--- src/rtl/mdu_iter_if.sv ---
`default_nettype none
// ============================================================================
// Module      : mdu_iter_if
// Description : Request/result bundle between the EX stage and mdu_iter.
//               master (pipeline) drives start/op/cancel/a/b,
//               slave (mdu_iter) drives busy/done/hi/lo.
// Ports       : start, op[3:0], cancel, a/b[WIDTH-1:0]   -> unit
//               busy, done, hi/lo[WIDTH-1:0]              <- unit
// Revision    : 1.0 - initial release
// ============================================================================
interface mdu_iter_if #(
    parameter int WIDTH = 32
);
    logic             start;
    logic [3:0]       op;
    logic             cancel;
    logic [WIDTH-1:0] a;
    logic [WIDTH-1:0] b;
    logic             busy;
    logic             done;
    logic [WIDTH-1:0] hi;
    logic [WIDTH-1:0] lo;

    modport master (output start, op, cancel, a, b, input  busy, done, hi, lo);
    modport slave  (input  start, op, cancel, a, b, output busy, done, hi, lo);
endinterface
`default_nettype wire

--- src/rtl/mdu_iter.sv ---
`default_nettype none
// ============================================================================
// Module      : mdu_iter
// Description : Iterative multiply/divide unit with HI/LO registers.
//               Multiplies complete after MUL_LAT busy cycles; divides use a
//               radix-2 restoring divider (WIDTH iterations + 1 sign fix-up).
//               Optional multiply-accumulate ops (4..7) are built only when
//               the macro MDU_MACC_EN is defined; otherwise they are no-ops.
// Ports       : clk, reset_n (async, active low)
//               bus : mdu_iter_if.slave (start/op/cancel/a/b in,
//                                        busy/done/hi/lo out)
// Parameters  : WIDTH (>=4) operand width, MUL_LAT (>=1) multiply latency
// Revision    : 1.0 - initial release
// ============================================================================
module mdu_iter #(
    parameter int WIDTH   = 32,
    parameter int MUL_LAT = 5
) (
    input  logic       clk,
    input  logic       reset_n,
    mdu_iter_if.slave  bus
);
    localparam int CNT_MAX = (MUL_LAT > WIDTH) ? MUL_LAT : WIDTH;
    localparam int CNT_W   = $clog2(CNT_MAX + 1);

    localparam logic [3:0] c_op_mult  = 4'd0;
    localparam logic [3:0] c_op_multu = 4'd1;
    localparam logic [3:0] c_op_div   = 4'd2;
    localparam logic [3:0] c_op_divu  = 4'd3;
    localparam logic [3:0] c_op_mthi  = 4'd8;
    localparam logic [3:0] c_op_mtlo  = 4'd9;

    typedef enum logic [1:0] {S_IDLE, S_MUL, S_DIV_ITER, S_DIV_FIX} state_t;

    state_t             r_state;
    logic [CNT_W-1:0]   r_cnt;
    logic               r_busy;
    logic               r_done;
    logic [WIDTH-1:0]   r_hi;
    logic [WIDTH-1:0]   r_lo;
    logic [2*WIDTH-1:0] r_prod;
    logic [WIDTH-1:0]   r_rem;      // partial remainder
    logic [WIDTH-1:0]   r_quo;      // dividend bits shift out, quotient bits shift in
    logic [WIDTH-1:0]   r_dvsr;
    logic               r_neg_q;
    logic               r_neg_r;
    logic               r_div_zero;
`ifdef MDU_MACC_EN
    logic               r_acc;
    logic               r_sub;
`endif

    // ---------------- request decode ----------------
    logic w_accept, w_signed, w_is_mul, w_is_div, w_a_neg, w_b_neg;
    logic [WIDTH-1:0]   w_a_abs, w_b_abs;
    logic [2*WIDTH-1:0] w_a_ext, w_b_ext, w_product, w_mul_res;

    assign w_accept = bus.start & ~bus.cancel & ~r_busy & (r_state == S_IDLE);
    assign w_signed = ~bus.op[0];   // even op codes are the signed variants
`ifdef MDU_MACC_EN
    assign w_is_mul = (bus.op == c_op_mult) | (bus.op == c_op_multu) | (bus.op[3:2] == 2'b01);
`else
    assign w_is_mul = (bus.op == c_op_mult) | (bus.op == c_op_multu);
`endif
    assign w_is_div = (bus.op == c_op_div) | (bus.op == c_op_divu);

    // Sign-extending to 2*WIDTH lets one unsigned multiplier produce the
    // correct signed product modulo 2^(2*WIDTH).
    assign w_a_ext   = w_signed ? {{WIDTH{bus.a[WIDTH-1]}}, bus.a} : {{WIDTH{1'b0}}, bus.a};
    assign w_b_ext   = w_signed ? {{WIDTH{bus.b[WIDTH-1]}}, bus.b} : {{WIDTH{1'b0}}, bus.b};
    assign w_product = w_a_ext * w_b_ext;

    assign w_a_neg = w_signed & bus.a[WIDTH-1];
    assign w_b_neg = w_signed & bus.b[WIDTH-1];
    // -(-2^(WIDTH-1)) keeps the same bit pattern, which is the correct magnitude
    assign w_a_abs = w_a_neg ? -bus.a : bus.a;
    assign w_b_abs = w_b_neg ? -bus.b : bus.b;

    // ---------------- divider step ----------------
    logic [WIDTH:0]   w_rem_sh, w_trial;
    logic             w_fits;
    logic [WIDTH-1:0] w_q_fix, w_r_fix;

    assign w_rem_sh = {r_rem, r_quo[WIDTH-1]};
    assign w_trial  = w_rem_sh - {1'b0, r_dvsr};
    assign w_fits   = ~w_trial[WIDTH];
    assign w_q_fix  = r_neg_q ? -r_quo : r_quo;
    assign w_r_fix  = r_neg_r ? -r_rem : r_rem;

    // ---------------- multiply completion value ----------------
`ifdef MDU_MACC_EN
    logic [2*WIDTH-1:0] w_hilo;
    assign w_hilo    = {r_hi, r_lo};
    // Accumulates against HI/LO as they stand at completion time.
    assign w_mul_res = r_acc ? (r_sub ? (w_hilo - r_prod) : (w_hilo + r_prod)) : r_prod;
`else
    assign w_mul_res = r_prod;
`endif

    always_ff @(posedge clk or negedge reset_n) begin
        if (!reset_n) begin
            r_state    <= S_IDLE;
            r_cnt      <= '0;
            r_busy     <= 1'b0;
            r_done     <= 1'b0;
            r_hi       <= '0;
            r_lo       <= '0;
            r_prod     <= '0;
            r_rem      <= '0;
            r_quo      <= '0;
            r_dvsr     <= '0;
            r_neg_q    <= 1'b0;
            r_neg_r    <= 1'b0;
            r_div_zero <= 1'b0;
`ifdef MDU_MACC_EN
            r_acc      <= 1'b0;
            r_sub      <= 1'b0;
`endif
        end else begin
            r_done <= 1'b0;
            case (r_state)
                S_IDLE: begin
                    if (w_accept) begin
                        if (w_is_mul) begin
                            r_prod  <= w_product;
                            r_cnt   <= CNT_W'(MUL_LAT);
                            r_busy  <= 1'b1;
                            r_state <= S_MUL;
`ifdef MDU_MACC_EN
                            r_acc   <= bus.op[2];
                            r_sub   <= bus.op[1];
`endif
                        end else if (w_is_div) begin
                            r_rem      <= '0;
                            r_quo      <= w_a_abs;
                            r_dvsr     <= w_b_abs;
                            r_neg_q    <= w_a_neg ^ w_b_neg;
                            r_neg_r    <= w_a_neg;
                            r_div_zero <= (bus.b == '0);
                            r_cnt      <= CNT_W'(WIDTH);
                            r_busy     <= 1'b1;
                            r_state    <= S_DIV_ITER;
                        end else if (bus.op == c_op_mthi) begin
                            r_hi <= bus.a;
                        end else if (bus.op == c_op_mtlo) begin
                            r_lo <= bus.a;
                        end
                    end
                end
                S_MUL: begin
                    if (bus.cancel) begin
                        r_busy  <= 1'b0;
                        r_state <= S_IDLE;
                    end else if (r_cnt == CNT_W'(1)) begin
                        {r_hi, r_lo} <= w_mul_res;
                        r_done  <= 1'b1;
                        r_busy  <= 1'b0;
                        r_state <= S_IDLE;
                    end else begin
                        r_cnt <= r_cnt - 1'b1;
                    end
                end
                S_DIV_ITER: begin
                    if (bus.cancel) begin
                        r_busy  <= 1'b0;
                        r_state <= S_IDLE;
                    end else begin
                        r_rem <= w_fits ? w_trial[WIDTH-1:0] : w_rem_sh[WIDTH-1:0];
                        r_quo <= {r_quo[WIDTH-2:0], w_fits};
                        if (r_cnt == CNT_W'(1)) begin
                            r_state <= S_DIV_FIX;
                        end else begin
                            r_cnt <= r_cnt - 1'b1;
                        end
                    end
                end
                S_DIV_FIX: begin
                    if (bus.cancel) begin
                        r_busy  <= 1'b0;
                        r_state <= S_IDLE;
                    end else begin
                        // A zero divisor leaves the dividend in the remainder
                        // naturally; only the quotient needs forcing.
                        r_lo    <= r_div_zero ? {WIDTH{1'b1}} : w_q_fix;
                        r_hi    <= w_r_fix;
                        r_done  <= 1'b1;
                        r_busy  <= 1'b0;
                        r_state <= S_IDLE;
                    end
                end
                default: begin
                    r_busy  <= 1'b0;
                    r_state <= S_IDLE;
                end
            endcase
        end
    end

    assign bus.busy = r_busy;
    assign bus.done = r_done;
    assign bus.hi   = r_hi;
    assign bus.lo   = r_lo;

endmodule
`default_nettype wire

--- src/flat_wrapper.sv ---
// flat-port wrapper written by rule: the top's interface ports become plain ports
module mdu_iter_flat 
#(
    parameter int WIDTH   = 32,
    parameter int MUL_LAT = 5
)
  (clk, reset_n, bus_start, bus_op, bus_cancel, bus_a, bus_b, bus_busy, bus_done, bus_hi, bus_lo);
  mdu_iter_if #(.WIDTH(WIDTH)) bus_i ();
  input  logic clk;
  input  logic reset_n;
  input wire logic [$bits(bus_i.start)-1:0] bus_start;
  input wire logic [$bits(bus_i.op)-1:0] bus_op;
  input wire logic [$bits(bus_i.cancel)-1:0] bus_cancel;
  input wire logic [$bits(bus_i.a)-1:0] bus_a;
  input wire logic [$bits(bus_i.b)-1:0] bus_b;
  output wire logic [$bits(bus_i.busy)-1:0] bus_busy;
  output wire logic [$bits(bus_i.done)-1:0] bus_done;
  output wire logic [$bits(bus_i.hi)-1:0] bus_hi;
  output wire logic [$bits(bus_i.lo)-1:0] bus_lo;
  assign bus_i.start = bus_start;
  assign bus_i.op = bus_op;
  assign bus_i.cancel = bus_cancel;
  assign bus_i.a = bus_a;
  assign bus_i.b = bus_b;
  assign bus_busy = bus_i.busy;
  assign bus_done = bus_i.done;
  assign bus_hi = bus_i.hi;
  assign bus_lo = bus_i.lo;
  mdu_iter #(.WIDTH(WIDTH), .MUL_LAT(MUL_LAT)) u_core (.clk(clk), .reset_n(reset_n), .bus(bus_i));
endmodule
--- config.mk ---
export PLATFORM = sky130hd
export DESIGN_NAME = mdu_iter_flat
export DESIGN_NICKNAME = d
export VERILOG_FILES = /design/src/rtl/mdu_iter_if.sv /design/src/rtl/mdu_iter.sv /design/src/flat_wrapper.sv
export SDC_FILE = /design/constraint.sdc
export NUM_CORES = 2
export LEC_CHECK = 0
export BUFFER_PORTS_ARGS = -buffer_cell sky130_fd_sc_hd__buf_2
export CAP_MARGIN = 20
export CORE_MARGIN = 1
export CORE_UTILIZATION = 45
export CTS_CLUSTER_SIZE = 24
export DETAILED_ROUTE_END_ITERATION = 12
export HOLD_SLACK_MARGIN = 0.05
export PLACE_DENSITY = 0.65
export REMOVE_ABC_BUFFERS = 1
export SLEW_MARGIN = 25
export SYNTH_ARGS = -nofsm -noshare
export SYNTH_HDL_FRONTEND = slang
export SYNTH_SLANG_ARGS = --single-unit
--- constraint.sdc ---
create_clock -name clk -period 5.7 [get_ports clk]
set_input_delay 0.855 -clock clk [delete_from_list [all_inputs] [get_ports clk]]
set_output_delay 0.855 -clock clk [all_outputs]
set_load 0.05 [all_outputs]
After elaboration in Yosys (flattened, before gate mapping)
Cells that the tools add are included.
- mux-type cells: 60
- equality and inequality tests: 26
- add/subtract/negate cells: 6
- bitwise gates (word level): 13
- reductions and logical operators: 15
- multipliers: 1
- operators with widths (operator ; number):
    $mux 32 ; 29
    $pmux 32 s3 ; 2
    $mux 64 ; 2
    $neg 32->32 ; 4
    $pmux 32 s2 ; 2
    $mul 64x64->64 ; 1
    $sub 33x32->33 ; 1
    $logic_not 32->1 ; 1
    $mux 6 ; 5
    $ne 2x2->1 const B ; 11
    $mux 2 ; 7
    $pmux 6 s2 ; 1
    $reduce_and 4->1 ; 3
    $reduce_and 5->1 ; 2
    $mux 1 ; 9
    $reduce_and 9->1 ; 1
    $eq 4x2->1 const B ; 2
    $eq 4x4->1 const B ; 2
    $pmux 2 s4 ; 1
    $reduce_and 8->1 ; 1
    $eq 6x1->1 const B ; 1
    $ne 2x1->1 const B ; 3
    $ne 3x2->1 const B ; 2
    $sub 6x1->6 const B ; 1
    16 further kinds ; 27
- flip-flop bits (word level): 237
- bits of input ports: 72

Depth between registers and ports, before layout
- depth after elaboration: 7
- gate-level depth with buffers: 36
- gate-level depth less buffers: 34

Worst setup path after synthesis
Ideal clock, no wire load.
- path kind: input-to-reg
- from: input bus_a[31]
- to: register u_core.r_prod[62]
- slack: -4315 ps
- data required time: 5564 ps
- cell stages on the path: 31
- arrival time: 9879 ps
- path through: nor2b_1 > clkbuf_1 > clkbuf_1 > clkbuf_1 > clkbuf_1 > nand2_1 > fa_1 > inv_1 > fa_1 > fa_1 > inv_1 > fa_1 > inv_1 > fa_1 > fa_1 > fa_1 > fa_1 > fa_1 > inv_1 > fa_1 > inv_1 > ha_1 > a211oi_1 > nand2_1 > o32a_1 > a221oi_1 > nand2_1 > a211o_1 > o31a_1 > xnor2_1 > o21ai_0
- longest elaborated chain between the ends: 2
- ends and longest elaborated chain (element ; line ; RTL):
    start, declared ; flat_wrapper.sv:14 ; input wire logic [$bits(bus_i.a)-1:0] bus_a;
    $mux 64 ; mdu_iter.sv:69 ; assign w_a_ext = w_signed ? {{WIDTH{bus.a[WIDTH-1]}}, bus.a} : {{WIDTH{1'b0}}, bus.a};
    $mul 64x64->64 ; mdu_iter.sv:71 ; assign w_product = w_a_ext * w_b_ext;
    end signal, assigned ; mdu_iter.sv:125 ; r_prod <= w_product;
    end, declared ; mdu_iter.sv:41 ; logic [2*WIDTH-1:0] r_prod;
Every way passes these cells.
A chain may end at the register's enable or synchronous reset.

Final worst setup path
Same ends and word-level chain as after synthesis.

==> impl_results.md <==
- Status: complete, but fails checks
- Violated checks: setup timing
- Largest net degree at the start of global routing: about 140
- Least-Margin Pin Slew: about 1.0 ns
- Hold-fix buffer count after cts: 0
- Final TNS setup: -127.33 ns
- First-pass GRT wire length: roughly 310,000 µm
- Initial antenna violation count: 10
- Fin. max-slew vios: 0
- Final #Nets: about 9,300
- Area delta synth->final: 18.6%
- RD Place Congestion: slightly below 1
- Overall die area: 0.140 mm²
- Worst setup margin: -3.20 ns
- Syn. warnings: 0
- DP HPWL: between 150,000 and 200,000 µm
- Final Skew: between 0.01 and 0.015 ns
- Post-DRT Antenna Nets: 0
- Worst-skew pair later-pin latency: approximately 0.55 ns
- Yosys top cell area share: a little under half
- CP endpoint kind: flop
- Drt via density: approximately 5.3
- Worst hold path class: in -> async
- Netlist cell types: 80
- RR Startpoint: u_core.r_quo[31]
- Slew headroom: between 30% and 40%
- Fin. Hold Viols: 0
- Synth area leader: fa_1
- CTS tree: done
- Worst Path Arrival: 9.28 ns
- Final-report setup violation count: 56
- GRT Overall Usage: roughly 29%
- Crit path largest cell delay: ~0.62 ns
- Worst Setup SP: bus_a[31]
- Mapped Cells: between 6,000 and 7,000
- Final period util: 156%
- Asr flop ratio synth: 100%
- Core area: between 0.1 and 0.15 mm²
- Num CTS Buffers: 25
- Starting Density: around 45%
- CTS Buffer Depth: 3
- I/O Buffers: ~140
- Iteration-0 DRC count of the detailed router: roughly 3,600
- DR vias: about 49,000
- Drt drc: 0
- Most common cell in the netlist: inv_1
- TritonRoute pass-1 iters: 6
- Sequential cell area fraction in the yosys report: under 10%
- Grt ovf: 0
- Clk sinks: roughly 240
- Clk pin slew, worst setup/hold paths: around 0.060 ns
- Yosys reg bits: roughly 240
- Achievable Freq: between 100 and 150 MHz
- Die Span Y: between 300 and 400 µm
- Drt total wl: around 200,000 µm
- Clock Tree Root: clkbuf_16
- Worst Setup Start Kind: input port
- Mapped Area: roughly 0.062 mm²
- Synth cell count leaders: inv_1 (1,603), fa_1 (1,414), nand2_1 (800)
- Critical Path RT: 6.08 ns
- Vias in the first global route: 52,800
- H-Tree Depth: 1
- Average instance area after synthesis: between 9 and 10 µm²
- CP dominant cell by count: fa_1
- Max Cap Viol: 0
- Critical path peak fanout: 5
- Crit path time final: about 8.9 ns
- Kind of critical path: in -> reg
- RSZ-0062 raised after global routing: true
- Die Wd: around 370 µm
- Post-synth top flop: dfrtp_1
- CP max stage cell: fa_2
- Rows: 136
- Synth area leaders: fa_1 (45%), inv_1 (9.6%), dfrtp_1 (9.5%)
- Post-synth EDFFs: 0
- I/O pin count: around 140
- Mean routed wirelength per cell: ~22 µm
- Layout cell share with drive strength beyond 1: approximately 18%
==> area by class of cell <==
| cell class | count | area [µm²] |
|---|---|---|
| fill | 12500 | 63500 |
| multi-input combinational | 4622 | 50700 |
| timing repair buffer | 924 | 8220 |
| inverter | 1603 | 6020 |
| sequential | 237 | 5930 |
| tap | 1794 | 2240 |
| clock buffer | 27 | 643 |
| clock inverter | 18 | 287 |
| antenna | 6 | 15.0 |
==> critical path: cells and delay by family <==
family / cells / cell delay [ns]
and+or+nand+nor: 3 / 0.41
adders and majority gates: 11 / 5.32
buffers and inverters: 11 / 1.00
AOI/OAI and AO/OA: 7 / 1.56
xor gates and xnor gates: 1 / 0.13
==> registers in the layout, indices dropped and copies added (netlist names) <==
name,cells
u_core.r_neg_q,1
u_core.bus.done,1
u_core.r_quo,32
u_core.r_div_zero,1
u_core.r_neg_r,1
u_core.r_cnt,6
u_core.r_state,2
u_core.r_dvsr,32
u_core.bus.hi,32
u_core.r_rem,32
u_core.r_prod,64
u_core.bus.lo,32
u_core.bus.busy,1
==> stage by stage <==
step / area [µm²] / instances / hold WS (ns) / setup WS, ns / util, %
floorplan: 60900 / 6462 / 0.449 / -4.83 / -
global placement: 69700 / 9104 / 0.456 / -4.04 / 50.7
detailed placement: 69700 / 9104 / 0.465 / -4.16 / 50.7
CTS: 72700 / 9196 / 0.360 / -3.11 / 52.9
global route: 74000 / 9229 / 0.391 / -3.44 / 53.8
finish: 74000 / 9231 / 0.327 / -3.20 / 53.8
==> path summary, 6_finish.rpt <==
path / endpoint / slack (ns) / depth (start not counted)
setup / recovery: u_core.r_prod[62] / -3.20 / 33
hold / removal: u_core.r_cnt[2] / 0.33 / 1
min in group clk: u_core.bus.lo[4] / 0.47 / 1
max in group asynchronous: u_core.r_prod[51] / 4.00 / 2
hold reg to reg: u_core.bus.lo[4] / 0.47 / 1
setup reg to reg: u_core.r_rem[22] / 1.16 / 15
==> repair_timing <==
item / 4_1_cts / 5_1_grt
setup buffers: 46 / 42
endpoints found under the hold margin: 0 / 0
pin swaps: 139 / 141
setup endpoints to repair: 57 / 57
gates resized for setup: 431 / 259
gates cloned: 2 / 2
==> kinds of logic after synthesis <==
| family | synth area share (%) |
|---|---|
| muxes | 0.537 |
| buffers and inverters | 12.0 |
| DFF | 9.51 |
| AOI/OAI and AO/OA | 8.30 |
| and+or+nand+nor | 13.4 |
| xor gates and xnor gates | 3.72 |
| adders and majority gates | 52.5 |
==> placed cells by master, fill, tap and decap left out, types with 120 or more instances in the layout <==
cell | netlist | routed
fa_1 | 1414 | 1346
nor2_1 | 132 | 120
o21ai_0 | 289 | 236
dfrtp_1 | 237 | 236
nand2_1 | 800 | 777
ha_1 | 356 | 313
and2_1 | 569 | 555
inv_1 | 1603 | 1557
buf_4 | 4 | 642
a21oi_1 | 234 | 206
xnor2_1 | 196 | 181
==> layer usage <==
layer	vias up	wire, µm	track usage (%)
met5	-	13	0
met4	2	7820	9.64
met3	324	14700	4.35
met2	1580	95300	48.5
met1	25200	84700	39.7
li1	21500	-	-
Power is left out: the tool's default activity adds up to more than one toggle a clock period on the data nets, which glitch-free logic cannot reach.
